<file path="config.mk">
export PLATFORM = sky130hd
export DESIGN_NAME = bcd_digit_collector_flat
export DESIGN_NICKNAME = d
export VERILOG_FILES = /design/src/rtl/bcd_digit_collector_if.sv /design/src/rtl/bcd_digit_collector.sv /design/src/flat_wrapper.sv
export SDC_FILE = /design/constraint.sdc
export NUM_CORES = 1
export LEC_CHECK = 0
export BUFFER_PORTS_ARGS = -buffer_cell sky130_fd_sc_hd__clkbuf_2
export CAP_MARGIN = 5
export CORE_MARGIN = 1
export CORE_UTILIZATION = 54
export CTS_BUF_LIST = sky130_fd_sc_hd__clkbuf_2 sky130_fd_sc_hd__clkbuf_4 sky130_fd_sc_hd__clkbuf_8
export CTS_CLUSTER_DIAMETER = 150
export CTS_CLUSTER_SIZE = 16
export DETAILED_ROUTE_END_ITERATION = 8
export GPL_TIMING_DRIVEN = 0
export PLACE_DENSITY = 0.87
export REMOVE_ABC_BUFFERS = 1
export SETUP_SLACK_MARGIN = 0.3
export SYNTH_ARGS = -nofsm -noshare
export SYNTH_HDL_FRONTEND = slang
export SYNTH_SLANG_ARGS = --single-unit
</file>
<file path="constraint.sdc">
create_clock -name clk_i -period 2.4 [get_ports clk_i]
set_clock_uncertainty 0.05 [all_clocks]
set_input_delay 0.24 -clock clk_i [delete_from_list [all_inputs] [get_ports clk_i]]
set_output_delay 0.24 -clock clk_i [all_outputs]
set_load 0.03 [all_outputs]
</file>
<file path="src/rtl/bcd_digit_collector_if.sv">
// Digit-stream and converter-launch signals of bcd_digit_collector.
// slave is the collector's view; master is the upstream/converter side.
interface bcd_digit_collector_if #(
    parameter int DIGITS = 4,
    parameter int CW     = $clog2(DIGITS + 1)
);
    logic                  digit_valid_i;
    logic [3:0]            digit_i;
    logic                  digit_last_i;
    logic                  digit_ready_o;
    logic                  clear_i;
    logic [4*DIGITS-1:0]   bcd_o;
    logic [CW-1:0]         count_o;
    logic                  start_o;
    logic                  conv_ready_i;
    logic                  conv_done_i;
    logic                  busy_o;
    logic                  error_o;

    modport slave (
        input  digit_valid_i, digit_i, digit_last_i, clear_i, conv_ready_i, conv_done_i,
        output digit_ready_o, bcd_o, count_o, start_o, busy_o, error_o
    );

    modport master (
        output digit_valid_i, digit_i, digit_last_i, clear_i, conv_ready_i, conv_done_i,
        input  digit_ready_o, bcd_o, count_o, start_o, busy_o, error_o
    );
endinterface

</file>
<file path="src/rtl/bcd_digit_collector.sv">
// Collects MSD-first BCD digits into a packed operand and launches the BCD-to-binary converter.
// Optional macro BCD_COLLECTOR_ROLLING_EN: overflow digits roll the window instead of raising error.
module bcd_digit_collector #(
    parameter int DIGITS = 4,
    parameter int CW     = $clog2(DIGITS + 1)
) (
    input  logic                    clk_i,
    input  logic                    reset_ni,
    bcd_digit_collector_if.slave    bus
);
    localparam int BW = 4 * DIGITS;

    typedef enum logic [1:0] {
        S_IDLE,
        S_COLLECT,
        S_LAUNCH,
        S_WAIT
    } state_t;

    state_t          state_q, state_n;
    logic [BW-1:0]   bcd_q, bcd_n;
    logic [CW-1:0]   cnt_q, cnt_n;
    logic            err_q, err_n;
    logic            start_q;
    logic            busy_q;
    logic            ready;
    logic            accept;
    logic            digit_ok;
    logic            full;
    logic [BW-1:0]   shifted;

    assign ready = (state_q == S_IDLE) || (state_q == S_COLLECT);

    always_comb begin
        state_n  = state_q;
        bcd_n    = bcd_q;
        cnt_n    = cnt_q;
        err_n    = err_q;
        accept   = bus.digit_valid_i && ready;
        digit_ok = (bus.digit_i <= 4'd9);
        full     = (cnt_q == CW'(DIGITS));
        shifted  = {bcd_q[BW-5:0], bus.digit_i};

        // Clear wins over any simultaneous digit, but cannot abort a running conversion.
        if (bus.clear_i && state_q != S_WAIT) begin
            state_n = S_IDLE;
            bcd_n   = '0;
            cnt_n   = '0;
            err_n   = 1'b0;
        end else begin
            unique case (state_q)
                S_IDLE, S_COLLECT: begin
                    if (accept) begin
                        if (!digit_ok) begin
                            err_n = 1'b1;
                        end else if (!full) begin
                            bcd_n   = shifted;
                            cnt_n   = cnt_q + CW'(1);
                            state_n = bus.digit_last_i ? S_LAUNCH : S_COLLECT;
                        end else begin
`ifdef BCD_COLLECTOR_ROLLING_EN
                            bcd_n   = shifted;
                            state_n = bus.digit_last_i ? S_LAUNCH : S_COLLECT;
`else
                            // Overflow digit is dropped, but its last flag still launches.
                            err_n = 1'b1;
                            if (bus.digit_last_i) state_n = S_LAUNCH;
`endif
                        end
                    end
                end
                S_LAUNCH: begin
                    if (bus.conv_ready_i) state_n = S_WAIT;
                end
                S_WAIT: begin
                    if (bus.conv_done_i) begin
                        state_n = S_IDLE;
                        bcd_n   = '0;
                        cnt_n   = '0;
                    end
                end
            endcase
        end
    end

    always_ff @(posedge clk_i or negedge reset_ni) begin
        if (!reset_ni) begin
            state_q <= S_IDLE;
            bcd_q   <= '0;
            cnt_q   <= '0;
            err_q   <= 1'b0;
            start_q <= 1'b0;
            busy_q  <= 1'b0;
        end else begin
            state_q <= state_n;
            bcd_q   <= bcd_n;
            cnt_q   <= cnt_n;
            err_q   <= err_n;
            start_q <= (state_n == S_LAUNCH);
            busy_q  <= (state_n == S_LAUNCH) || (state_n == S_WAIT);
        end
    end

    assign bus.digit_ready_o = ready;
    assign bus.bcd_o         = bcd_q;
    assign bus.count_o       = cnt_q;
    assign bus.start_o       = start_q;
    assign bus.busy_o        = busy_q;
    assign bus.error_o       = err_q;
endmodule

</file>
<file path="src/flat_wrapper.sv">
// flat-port wrapper written by rule: the top's interface ports become plain ports
module bcd_digit_collector_flat 
#(
    parameter int DIGITS = 4,
    parameter int CW     = $clog2(DIGITS + 1)
)
  (clk_i, reset_ni, bus_digit_valid_i, bus_digit_i, bus_digit_last_i, bus_clear_i, bus_conv_ready_i, bus_conv_done_i, bus_digit_ready_o, bus_bcd_o, bus_count_o, bus_start_o, bus_busy_o, bus_error_o);
  bcd_digit_collector_if #(.DIGITS(DIGITS), .CW(CW)) bus_i ();
  input  logic clk_i;
  input  logic reset_ni;
  input wire logic [$bits(bus_i.digit_valid_i)-1:0] bus_digit_valid_i;
  input wire logic [$bits(bus_i.digit_i)-1:0] bus_digit_i;
  input wire logic [$bits(bus_i.digit_last_i)-1:0] bus_digit_last_i;
  input wire logic [$bits(bus_i.clear_i)-1:0] bus_clear_i;
  input wire logic [$bits(bus_i.conv_ready_i)-1:0] bus_conv_ready_i;
  input wire logic [$bits(bus_i.conv_done_i)-1:0] bus_conv_done_i;
  output wire logic [$bits(bus_i.digit_ready_o)-1:0] bus_digit_ready_o;
  output wire logic [$bits(bus_i.bcd_o)-1:0] bus_bcd_o;
  output wire logic [$bits(bus_i.count_o)-1:0] bus_count_o;
  output wire logic [$bits(bus_i.start_o)-1:0] bus_start_o;
  output wire logic [$bits(bus_i.busy_o)-1:0] bus_busy_o;
  output wire logic [$bits(bus_i.error_o)-1:0] bus_error_o;
  assign bus_i.digit_valid_i = bus_digit_valid_i;
  assign bus_i.digit_i = bus_digit_i;
  assign bus_i.digit_last_i = bus_digit_last_i;
  assign bus_i.clear_i = bus_clear_i;
  assign bus_i.conv_ready_i = bus_conv_ready_i;
  assign bus_i.conv_done_i = bus_conv_done_i;
  assign bus_digit_ready_o = bus_i.digit_ready_o;
  assign bus_bcd_o = bus_i.bcd_o;
  assign bus_count_o = bus_i.count_o;
  assign bus_start_o = bus_i.start_o;
  assign bus_busy_o = bus_i.busy_o;
  assign bus_error_o = bus_i.error_o;
  bcd_digit_collector #(.DIGITS(DIGITS), .CW(CW)) u_core (.clk_i(clk_i), .reset_ni(reset_ni), .bus(bus_i));
endmodule
</file>
-- Word-level counts from Yosys, hierarchy flattened
Index checks and enable logic that the tools add are counted.
- add/sub/neg operators: 1
- $lt $le $gt $ge: 1
- eq/ne operators: 12
- muxes and demuxes: 26
- reductions and logical operators: 11
- operators with widths (cell ; number):
    $mux 16 ; 5
    $pmux 16 s2 ; 1
    $mux 2 ; 8
    $mux 3 ; 5
    $eq 2x2->1 const B ; 4
    $ne 3x1->1 const B ; 2
    $ne 3x3->1 const B ; 2
    $pmux 2 s3 ; 1
    $pmux 3 s2 ; 1
    $mux 1 ; 5
    $reduce_and 5->1 ; 1
    $le 4x4->1 const B ; 1
    $reduce_bool 2->1 ; 2
    $add 3x1->3 const B ; 1
    $eq 3x3->1 const B ; 1
    $ne 3x2->1 const B ; 1
    $reduce_and 3->1 ; 1
    $reduce_bool 3->1 ; 1
    $eq 2x1->1 const B ; 1
    $logic_and 1x1->1 ; 2
    $logic_not 2->1 ; 1
    $logic_or 1x1->1 ; 2
    $ne 2x2->1 const B ; 1
    $reduce_or 2->1 ; 1
- register bits after elaboration: 24
- input port bits: 11
- output and inout bits: 23
- word-level logic and storage cells: 57

-- Longest topological paths before layout
Gate-level depths: netlist of run 1.
- depth after elaboration: 8
- gate-level depth with buffers: 6
- depth with buffers taken out: 5

-- Worst setup path before layout of run 1
OpenSTA, ideal clock, no wires.
- kind: reg-to-reg
- start: register u_core.cnt_q[0], in the netlist u_core.bus.count_o[0]
- end: register u_core.bcd_q[1], in the netlist u_core.bus.bcd_o[1]
- setup time: 0.126 ns
- arrival time: 1.751 ns
- data required time: 2.224 ns
- slack: 0.473 ns
- cell stages (with the launch flop): 7
- path buffers: 1
- period minus slack after synthesis: 1.927 ns
- cells stage by stage: dfrtp_1 -> inv_1 -> ha_1 -> a21bo_2 -> clkbuf_1 -> o211a_1 -> a221o_1
- longest elaborated chain between the ends: 3
- ends and longest elaborated chain (what ; RTL line ; text):
    start, declared ; bcd_digit_collector.sv:22 ; logic [CW-1:0] cnt_q, cnt_n;
    start signal, assigned ; bcd_digit_collector.sv:97 ; cnt_q <= cnt_n;
    $eq 3x3->1 ; bcd_digit_collector.sv:41 ; full = (cnt_q == CW'(DIGITS));
    $ne 3x3->1 (no source line) ; - ;
    $reduce_and 5->1 (no source line) ; - ;
    end signal, assigned ; bcd_digit_collector.sv:96 ; bcd_q <= bcd_n;
    end, declared ; bcd_digit_collector.sv:21 ; logic [BW-1:0] bcd_q, bcd_n;
No other way between the ends.
A chain may end at the register's enable or synchronous reset.

-- Worst setup path in the final report of run 1
- start: register u_core.state_q[1]
- end: register u_core.bcd_q[5], in the netlist u_core.bus.bcd_o[5]
- longest elaborated chain between the ends: 5
- elaborated cells between the ends (all ways): 16
- those cells by class: 7 x eq/ne; 2 x mux; 7 x reduce/logical
- ends and longest elaborated chain (what ; RTL line ; text):
    start, declared ; bcd_digit_collector.sv:20 ; state_t state_q, state_n;
    start signal, assigned ; bcd_digit_collector.sv:95 ; state_q <= state_n;
    $eq 2x1->1 or $logic_not 2->1 (tied branches) ; bcd_digit_collector.sv:32, bcd_digit_collector.sv:51 ;
    $logic_or 1x1->1 ; bcd_digit_collector.sv:32 ; assign ready = (state_q == S_IDLE) || (state_q == S_COLLECT);
    $logic_and 1x1->1 ; bcd_digit_collector.sv:39 ; accept = bus.digit_valid_i && ready;
    $ne 3x1->1 (no source line) ; - ;
    $reduce_and 5->1 (no source line) ; - ;
Parallel ways exist; a longest one is shown, timed or not.

==> reports/metrics.yaml, run 1 <==
async_flop_share_pct: 100
end_kind: "flop"
drtAntennaViolNets: 0
io_pins: 34
routedWlPerCell_um: 17.2
final_area_mm2: 0.00147
cts_sinks: 24
cts_buffers: 3
slowest_delay_ps: 640
status: "completed"
chipWidth_um: 50.4
reg2reg_depth: 3
worstPathArrival_ps: 2180
whs_path_depth: 3
max-vdd-ir-drop_mv: 0.375
vias: 1096
grt_setup_unrepaired: "false"
path_cells: "nor2_4, and3_1, a221o_1"
combPwrFrac_pct: 24.7
p_leak_nw: 0.751
critPathRequiredTime_ps: 2630
worst_slew_pin_slew_ps: 680
mostFrequentLayoutCell: "clkbuf_2"
wirelength_mm: 3.00
synth_adder_area_share_pct: 1.98
setup_violations: 0
grt_pass1_wl_mm: 4.93
p_clk_share_pct: 24.7
final-instance-count-excl-fill: 175
min_path_type: "in2reg"
crit_type: "reg2reg"
rows: 17
synth-seq-cells: 24
dpl_cell_area_mm2: 0.00141
start_util_pct: 57.2
synth_xor_area_share_pct: 0
whs_ps: 104
p_sw_uw: 318
ys.flop_type: "dfrtp_1"
finalCritPeriodShare_pct: 81.5
maxCapViolations: 0
cp_slowest_cell: "dfrtp_1"
synthesis.area_mm2: 0.00126
grt_pass1_vias: 1060
seqPwrFrac_pct: 50.6
avgSynthCellArea_um2: 10.6
start_kind: "flop"
slew_viol_final: 0
clk_path_buf_depth: 2
grtUsageTotal_pct: 25.8
design.die.area_mm2: 0.00254
dp_cells: 170
yosys_warnings: 0
htreeDepth: 1
overflow: 0
synth_simple_gate_area_share_pct: 8.11
path_clk_slew_ps: 140
cts-root-buf: "clkbuf_4"
synth_compound_area_share_pct: 34.2
dp_hpwl_mm: 1.96
max_freq_mhz: 511
drive_gt1_share_pct: 29.3
core-area_mm2: 0.00221
cts_tree: "yes"
muxShareOfSynthArea_pct: 1.09
clock_latency_ps: 330
synthCells: 119
first_iter_violations: 20
synth_top_family_by_area: "compound AO/OA/AOI/OAI gates"
nNetsFinal: 161
dr.pass1.iters: 4
syn_to_final_growth_pct: 15.9
antenna_found_initial: 0
power_uw: 911
port_buffers: 33
maxSlewHeadroom_pct: 54.7
power_density_mw_per_mm2: 621
final_cell_mix: "33 x clkbuf_2, 24 x dfrtp_1, 12 x o211ai_1"
route.detailed.drc: 0
hold_violations: 0
synth_edf_count: 0
ys_types: 32
p_int_uw: 593
finalCriticalPeriod_ps: 1960
yosysSeqAreaShare_pct: 47.5
vias_per_cell: 6.26
swShare_pct: 34.9
die_y_um: 50.4
grt_max_degree: 25
antenna_cells: 0
critPathMaxFanout: 20
globalplace.congestion: 0.719
## area by class of cell
type / count / area, µm²
multi-input cells: 75 / 582
repair buffers: 34 / 175
inverters: 10 / 37.5
clock buffers: 4 / 36.3
fillers: 198 / 746
flip-flops and latches: 24 / 601
well taps: 28 / 35.0
## worst max-delay path: cells and delay by family, from the launching register on
family	cells	cell delay (ps)
compound gates	1	220
flops	1	640
simple gates	2	980
## power by group through the flow
stage,logic (mW),registers (mW),clock network [mW]
detailed placement,0.223,0.467,0
CTS,0.226,0.460,0.225
finish,0.225,0.460,0.225
floorplan,0.101,0.507,0
global placement,0.210,0.465,0
global route,0.244,0.466,0.235
## per-layer routing
metal	part of all wire, %	wire (µm)	vias to the layer above	GRT usage [%]
li1	-	-	525	-
met1	47	1420	528	34.5
met2	47	1410	38	41.8
met3	4.2	126	5	3.33
met4	1.4	43	0	11.1
met5	0	0	-	0
## synthesized netlist by cell type (all sizes together), types with 2 or more instances
master | number | area (µm²)
ha | 2 | 25.0
nand2 | 5 | 18.8
o211a | 7 | 70.1
a2111oi | 4 | 35.0
o211ai | 12 | 90.1
o41ai | 2 | 17.5
or3 | 2 | 13.8
inv | 10 | 37.5
a221o | 11 | 110
a21oi | 6 | 30.0
buf | 8 | 45.0
clkbuf | 2 | 7.51
nand3 | 7 | 35.0
dfrtp | 24 | 601
o21ai | 4 | 20.0
## registers in the layout, indices dropped and copies added, names as in the netlist
signal,cells
u_core.bus.count_o,3
u_core.state_q,2
u_core.bus.busy_o,1
u_core.bus.bcd_o,16
u_core.bus.start_o,1
u_core.bus.error_o,1
## worst paths after layout
kind	from	end	slack, ps
setup / recovery	u_core.state_q[1]	u_core.bus.bcd_o[5]	440
hold / removal	bus_digit_i[0]	u_core.bus.bcd_o[0]	100
setup reg to reg	u_core.state_q[1]	u_core.bus.bcd_o[5]	440
hold reg to reg	u_core.bus.error_o	u_core.bus.error_o	460
max in group asynchronous	reset_ni	u_core.bus.bcd_o[0]	1540
min in group asynchronous	reset_ni	u_core.bus.error_o	380
## repair_timing
item / 4_1_cts / 5_1_grt
setup buffers: 0 / 0
gates cloned: 0 / 0
pin swaps: 0 / 1
resized for setup: 2 / 0
endpoints found under the hold margin: 24 / 0
hold buffers: 1 / 0
endpoints found under the setup margin: 20 / 3
## through the flow
| stage | utilization [%] | TNS, ps | setup slack [ps] |
|---|---|---|---|
| 6_report | 66.3 | 0 | 444 |
| 5_1_grt | 66.3 | 0 | 302 |
| 4_1_cts | 66.3 | 0 | 469 |
| 3_5_place_dp | 63.9 | -1430 | -92.9 |
| 3_3_place_gp | 63.9 | 0 | 2.88 |
| 2_1_floorplan | - | 0 | 514 |
## cell families after synthesis
group / Yosys count
AOI/OAI and AO/OA: 53
adders and majority gates: 2
buffers and inverters: 20
DFF: 24
muxes: 1
and+or+nand+nor: 19
Note: power is estimated with default switching activity, not from simulation.
==> inputs of run 2 (changes only) <==
- ABC_AREA: unset -> 1
- CORE_UTILIZATION: 54 -> 48
- PLACE_DENSITY: 0.87 -> 0.82
- clock period: 2.4 -> 1.7 ns (I/O delays scaled with it)
==> run 2 against run 1 <==
Effect of this change: first-iteration DRC count grew to 3.1 times the previous value; critical path depth grew 7; count of clock-buffer cells in the layout is the same; combinational power grew to 2.5 times the previous value; fmax grew 32%; clock power grew 32%; flip-flop and latch count is the same; synthesized area shrank 2.7%; wire length grew 11%; register-to-register slack lost 230 ps; design area grew 16%; die area grew 9.1%; largest power group unchanged.
==> reports/metrics.yaml, run 2 <==
grt_pass1_wl_mm: 4.62
crit_type: "reg2reg"
synth_most_common_cell: "nand2_1"
power_density_mw_per_mm2: 913
synth_edf_count: 0
dp_cells: 223
largest_reg_flops: 16
cp-endpoint: "u_core.bus.bcd_o[10]"
clk_path_buf_depth: 2
p_leak_nw: 0.969
path_clk_slew_ps: 130
antenna_cells: 0
reg2reg_from: "u_core.bus.count_o[1]"
swShare_pct: 38.3
async_flop_share_pct: 100
worst_slew_pin_slew_ps: 576
critPathLaunch: "u_core.bus.count_o[1]"
antenna_found_initial: 0
die_y_um: 52.6
synthesis.area_mm2: 0.00123
core-area_mm2: 0.00232
avgSynthCellArea_um2: 7.33
grt_pass1_vias: 1084
grt_setup_unrepaired: "true"
fin_util_pct: 73.2
syn_to_final_growth_pct: 37.8
port_buffers: 33
overflow: 0
drive_gt1_share_pct: 37.4
r2r_end: "u_core.bus.bcd_o[10]"
setup_violations: 0
vias_per_cell: 5.30
htreeDepth: 1
vias: 1283
status: "completed"
max_freq_mhz: 673
clock_latency_ps: 300
min_path_type: "in2reg"
synthCells: 168
cts_buffers: 3
io_pins: 34
wirelength_mm: 3.32
end_kind: "flop"
finalCriticalPeriod_ps: 1490
final_cell_mix: "43 x nand2_1, 33 x clkbuf_2, 26 x inv_1"
maxSlewHeadroom_pct: 61.2
finalCritPeriodShare_pct: 87.4
mostFrequentLayoutCell: "nand2_1"
cts_tree: "yes"
start_util_pct: 53.1
globalplace.congestion: 0.745
critPathMaxFanout: 6
synth_area_leaders: "dfrtp_1 49%, nand2_1 16%, nand3_1 9.8%"
yosys_warnings: 0
route.detailed.drc: 0
yosysSeqAreaShare_pct: 48.8
final-instance-count-excl-fill: 242
routedWlPerCell_um: 13.7
reg2reg_depth: 10
synth_top_area_cell: "dfrtp_1"
first_iter_violations: 62
p_clk_share_pct: 19.2
dp_hpwl_mm: 1.71
synth_top_cells_by_count: "53 x nand2_1, 29 x inv_1, 24 x dfrtp_1, 24 x nand3_1, 22 x nor2_1"
maxCapViolations: 0
seqPwrFrac_pct: 43.9
p_sw_uw: 593
synth-seq-cells: 24
worstPathArrival_ps: 1640
rrSetupSlack_ps: 210
grtUsageTotal_pct: 23.5
start_kind: "flop"
combPwrFrac_pct: 36.9
design.die.area_mm2: 0.00277
drtAntennaViolNets: 0
nNetsFinal: 228
synth_top_area_share_pct: 48.8
ys.flop_type: "dfrtp_1"
chipWidth_um: 52.6
ys_types: 14
cts-root-buf: "clkbuf_4"
dr.pass1.iters: 4
hold_violations: 0
cts_sinks: 24
critPathRequiredTime_ps: 1860
rows: 17
p_int_uw: 956
grt_max_degree: 25
max-vdd-ir-drop_mv: 0.831
slew_viol_final: 0
## run 2: cell types whose count changed in the layout (fill, tap and decap cells not counted), moves of 7 or more
cell / previous run / this run
o211a_1: 7 / 0
inv_1: 10 / 26
o211ai_1: 12 / 0
nand2_2: 0 / 9
nand3_2: 0 / 8
a221o_1: 11 / 0
nand2_1: 5 / 43
buf_4: 0 / 7
nand3_1: 7 / 16
nor2_1: 0 / 20
## run 2: area by class of cell
type	count	area [µm²]
Fill cell	160	622
Inverter	30	120
Timing Repair inverter	1	6.26
Clock buffer	4	36.3
Sequential cell	24	602
Multi-Input combinational cell	112	643
Tap cell	28	35.0
Timing Repair Buffer	43	254
## run 2: cells by family after synthesis
family / after synthesis / share of synthesized area [%]
compound gates: 4 / 1.63
fa+ha+maj: 2 / 2.03
buf+inv: 36 / 13.4
flops: 24 / 48.8
simple gates: 102 / 34.1
## run 2: layer usage
layer | GRT usage [%] | vias up | part of all wire (%)
met2 | 42.6 | 70 | 52
met1 | 26.8 | 594 | 37
li1 | - | 604 | -
met3 | 2.90 | 15 | 6.1
met4 | 11.0 | 0 | 4.1
met5 | 0 | - | 0
## run 2: power by group through the flow
stage | logic, mW | clock network (mW) | registers, mW
detailed placement | 0.393 | 0 | 0.693
floorplan | 0.161 | 0 | 0.798
finish | 0.572 | 0.297 | 0.680
CTS | 0.482 | 0.304 | 0.675
global route | 0.619 | 0.322 | 0.688
global placement | 0.381 | 0 | 0.688
## run 2: worst max-delay path: stages, from the launching register on
cell	delay, ps
dfrtp_1	410
inv_1	90
ha_4	130
nand2_2	60
inv_2	80
nor2_4	40
nand2_4	110
nand2_8	120
buf_8	180
nand3_1	80
nand2_1	60
## run 2: metrics by stage
stage / setup WS [ps] / power, mW / hold slack (ps) / instance area, µm² / setup TNS, ps
after global routing: 144 / 1.63 / 116 / 1700 / 0
after detailed placement: -538 / 1.09 / 148 / 1380 / -9720
final: 214 / 1.55 / 92.6 / 1700 / 0
after global placement: -442 / 1.07 / 148 / 1380 / -8310
after CTS: 255 / 1.46 / 83.0 / 1560 / 0
after floorplan: -289 / 0.959 / -176 / 1180 / -5480
## run 2: how the worst min path moves through the flow
| stage | start | slack [ps] | depth (start not counted) | endpoint |
|---|---|---|---|---|
| 2_1_floorplan | reset_ni | -180 | 0 | u_core.bus.bcd_o[0] |
| 3_3_place_gp | reset_ni | 150 | 1 | u_core.bus.error_o |
| 3_5_place_dp | reset_ni | 150 | 1 | u_core.bus.count_o[1] |
| 4_1_cts | bus_digit_valid_i | 80 | 3 | u_core.bus.error_o |
| 5_1_grt | bus_digit_valid_i | 120 | 3 | u_core.bus.error_o |
| 6_report | bus_digit_valid_i | 90 | 3 | u_core.bus.error_o |
## run 2: repair_timing
item | in CTS | in global routing
cloned | 2 | 3
buffers inserted | 7 | 2
endpoints found under the hold margin | 24 | 0
pin swaps | 7 | 7
endpoints found under the setup margin | 22 | 20
gates resized for setup | 19 | 24
hold buffers | 1 | 0
==> inputs of run 3 (changes only) <==
- ABC_AREA: 1 -> unset
- CORE_UTILIZATION: 48 -> 55
- GPL_TIMING_DRIVEN: 0 -> unset
- PLACE_DENSITY: 0.82 -> 0.88
- clock period: 1.7 -> 1.9 ns (I/O delays scaled with it)
==> run 3 against run 2 <==
Effect of this change: register-to-register slack improved by 110 ps; count of clock-buffer cells in the layout decreased by 1; critical endpoint is now u_core.bus.count_o[0]; die area decreased by 10%; setup slack improved by 110 ps; core utilization increased by 6.8 points; critical path depth decreased by 6; power decreased by 22%; clock power decreased by 24%.
==> reports/metrics.yaml, run 3 (synthesized netlist as in run 1, its figures left out) <==
status: "completed"
fin_tns_setup_ps: 0
syn_to_final_growth_pct: 30.4
antenna_cells: 0
grt_pass1_wl_mm: 5.31
grt_setup_unrepaired: "true"
clock_latency_ps: 320
cts_buffers: 3
fin_util_pct: 80.0
start_kind: "flop"
finalCriticalPeriod_ps: 1570
min_from: "bus_digit_i[0]"
min_path_type: "in2reg"
whs_ps: 66.9
largest_reg_flops: 16
dp_hpwl_mm: 2.07
maxCapViolations: 0
regArea_um2: 601
first_iter_violations: 50
fillerInstances: 128
grt_pass1_vias: 1138
hold_violations: 0
grt_max_degree: 25
clk_path_buf_depth: 2
final_cell_mix: "33 x clkbuf_2, 24 x dfrtp_1, 12 x o211ai_1"
drtAntennaViolNets: 0
worstPathArrival_ps: 1740
grtUsageTotal_pct: 28.1
power_mw: 1.20
max-vdd-ir-drop_mv: 0.527
max_freq_mhz: 636
vias: 1229
die_y_um: 50.0
critPathMaxFanout: 6
route.detailed.drc: 0
rows: 16
start_util_pct: 61.3
cts-root-buf: "clkbuf_4"
setup_violations: 0
port_buffers: 33
wirelength_mm: 3.39
nNetsFinal: 173
critPathRequiredTime_ps: 2070
power_density_mw_per_mm2: 730
routedWlPerCell_um: 18.3
finalCritPeriodShare_pct: 82.8
multi_input_area_um2: 692
critPathLaunch: "u_core.state_q[0]"
drive_gt1_share_pct: 39.2
io_pins: 34
path_clk_slew_ps: 130
chipWidth_um: 50.0
maxSlewHeadroom_pct: 54.1
overflow: 0
antenna_found_initial: 0
vias_per_cell: 6.64
design.die.area_mm2: 0.00250
core-area_mm2: 0.00206
slew_viol_final: 0
mostFrequentLayoutCell: "clkbuf_2"
reg2reg_from: "u_core.state_q[0]"
worst_slew_pin_slew_ps: 689
htreeDepth: 1
crit_type: "reg2reg"
p_leak_nw: 0.818
cts_sinks: 24
end_kind: "flop"
dr.pass1.iters: 4
cts_tree: "yes"
globalplace.congestion: 0.760
-- run 3: changes by cell type in the layout (fill, tap and decap cells not counted), moves of 5 or more --
cell	before	now
a21oi_1	1	6
nand2_1	43	5
nand2_2	9	0
nand3_1	16	6
nor2_1	20	0
o211a_1	0	7
inv_1	26	9
a221o_1	0	11
o211ai_1	0	12
nand3_2	8	0
-- run 3: report_power, final --
group	total (mW)	internal, mW	switching, mW
combinational	0.402	0.152	0.250
sequential	0.576	0.543	0.0331
clock	0.226	0.0743	0.152
total	1.20	0.770	0.435
-- run 3: worst max-delay path, cell delays in order (launching register included) --
cell,delay [ps]
dfrtp_1,480
mux2i_2,460
buf_4,210
a21oi_1,70
a22oi_1,200
-- run 3: worst paths after layout --
| kind | to | slack, ps | depth (start not counted) |
|---|---|---|---|
| max in group asynchronous | u_core.bus.count_o[1] | 1080 | 2 |
| worst max-delay path | u_core.bus.count_o[0] | 330 | 4 |
| worst min-delay path | u_core.bus.bcd_o[0] | 70 | 3 |
| worst min register to register | u_core.bus.error_o | 460 | 1 |
| min in group asynchronous | u_core.state_q[0] | 330 | 2 |
| worst max register to register | u_core.bus.count_o[0] | 330 | 4 |
-- run 3: metrics by stage --
stage / cell area (µm²) / cells / setup slack [ps]
global placement: 1450 / 174 / 203
CTS: 1550 / 181 / 284
finish: 1650 / 185 / 327
detailed placement: 1450 / 174 / 156
global route: 1650 / 185 / 259
floorplan: 1210 / 109 / 13.8
-- run 3: repair_timing --
action,in CTS,in global routing
buffers inserted,2,3
cloned,1,1
hold buffers,1,0
pin swaps,1,2
resized for setup,12,9
hold endpoints to repair,24,0
setup endpoints to repair,18,18
-- run 3: area by class of cell --
type / count / area share (%)
multi-input cells: 77 / 42.0
repair buffers: 44 / 15.9
inverters: 10 / 2.28
well taps: 27 / 2.05
clock buffers: 3 / 1.37
flip-flops and latches: 24 / 36.4
-- run 3: metal layers --
| metal | up-vias | routed length [µm] | track usage, % | share of wire (%) |
|---|---|---|---|---|
| li1 | 552 | - | - | - |
| met1 | 580 | 1350 | 36.3 | 40 |
| met2 | 84 | 1690 | 47.3 | 50 |
| met3 | 13 | 262 | 4.01 | 7.7 |
| met4 | 0 | 85 | 11.0 | 2.5 |
| met5 | - | 0 | 0 | 0 |
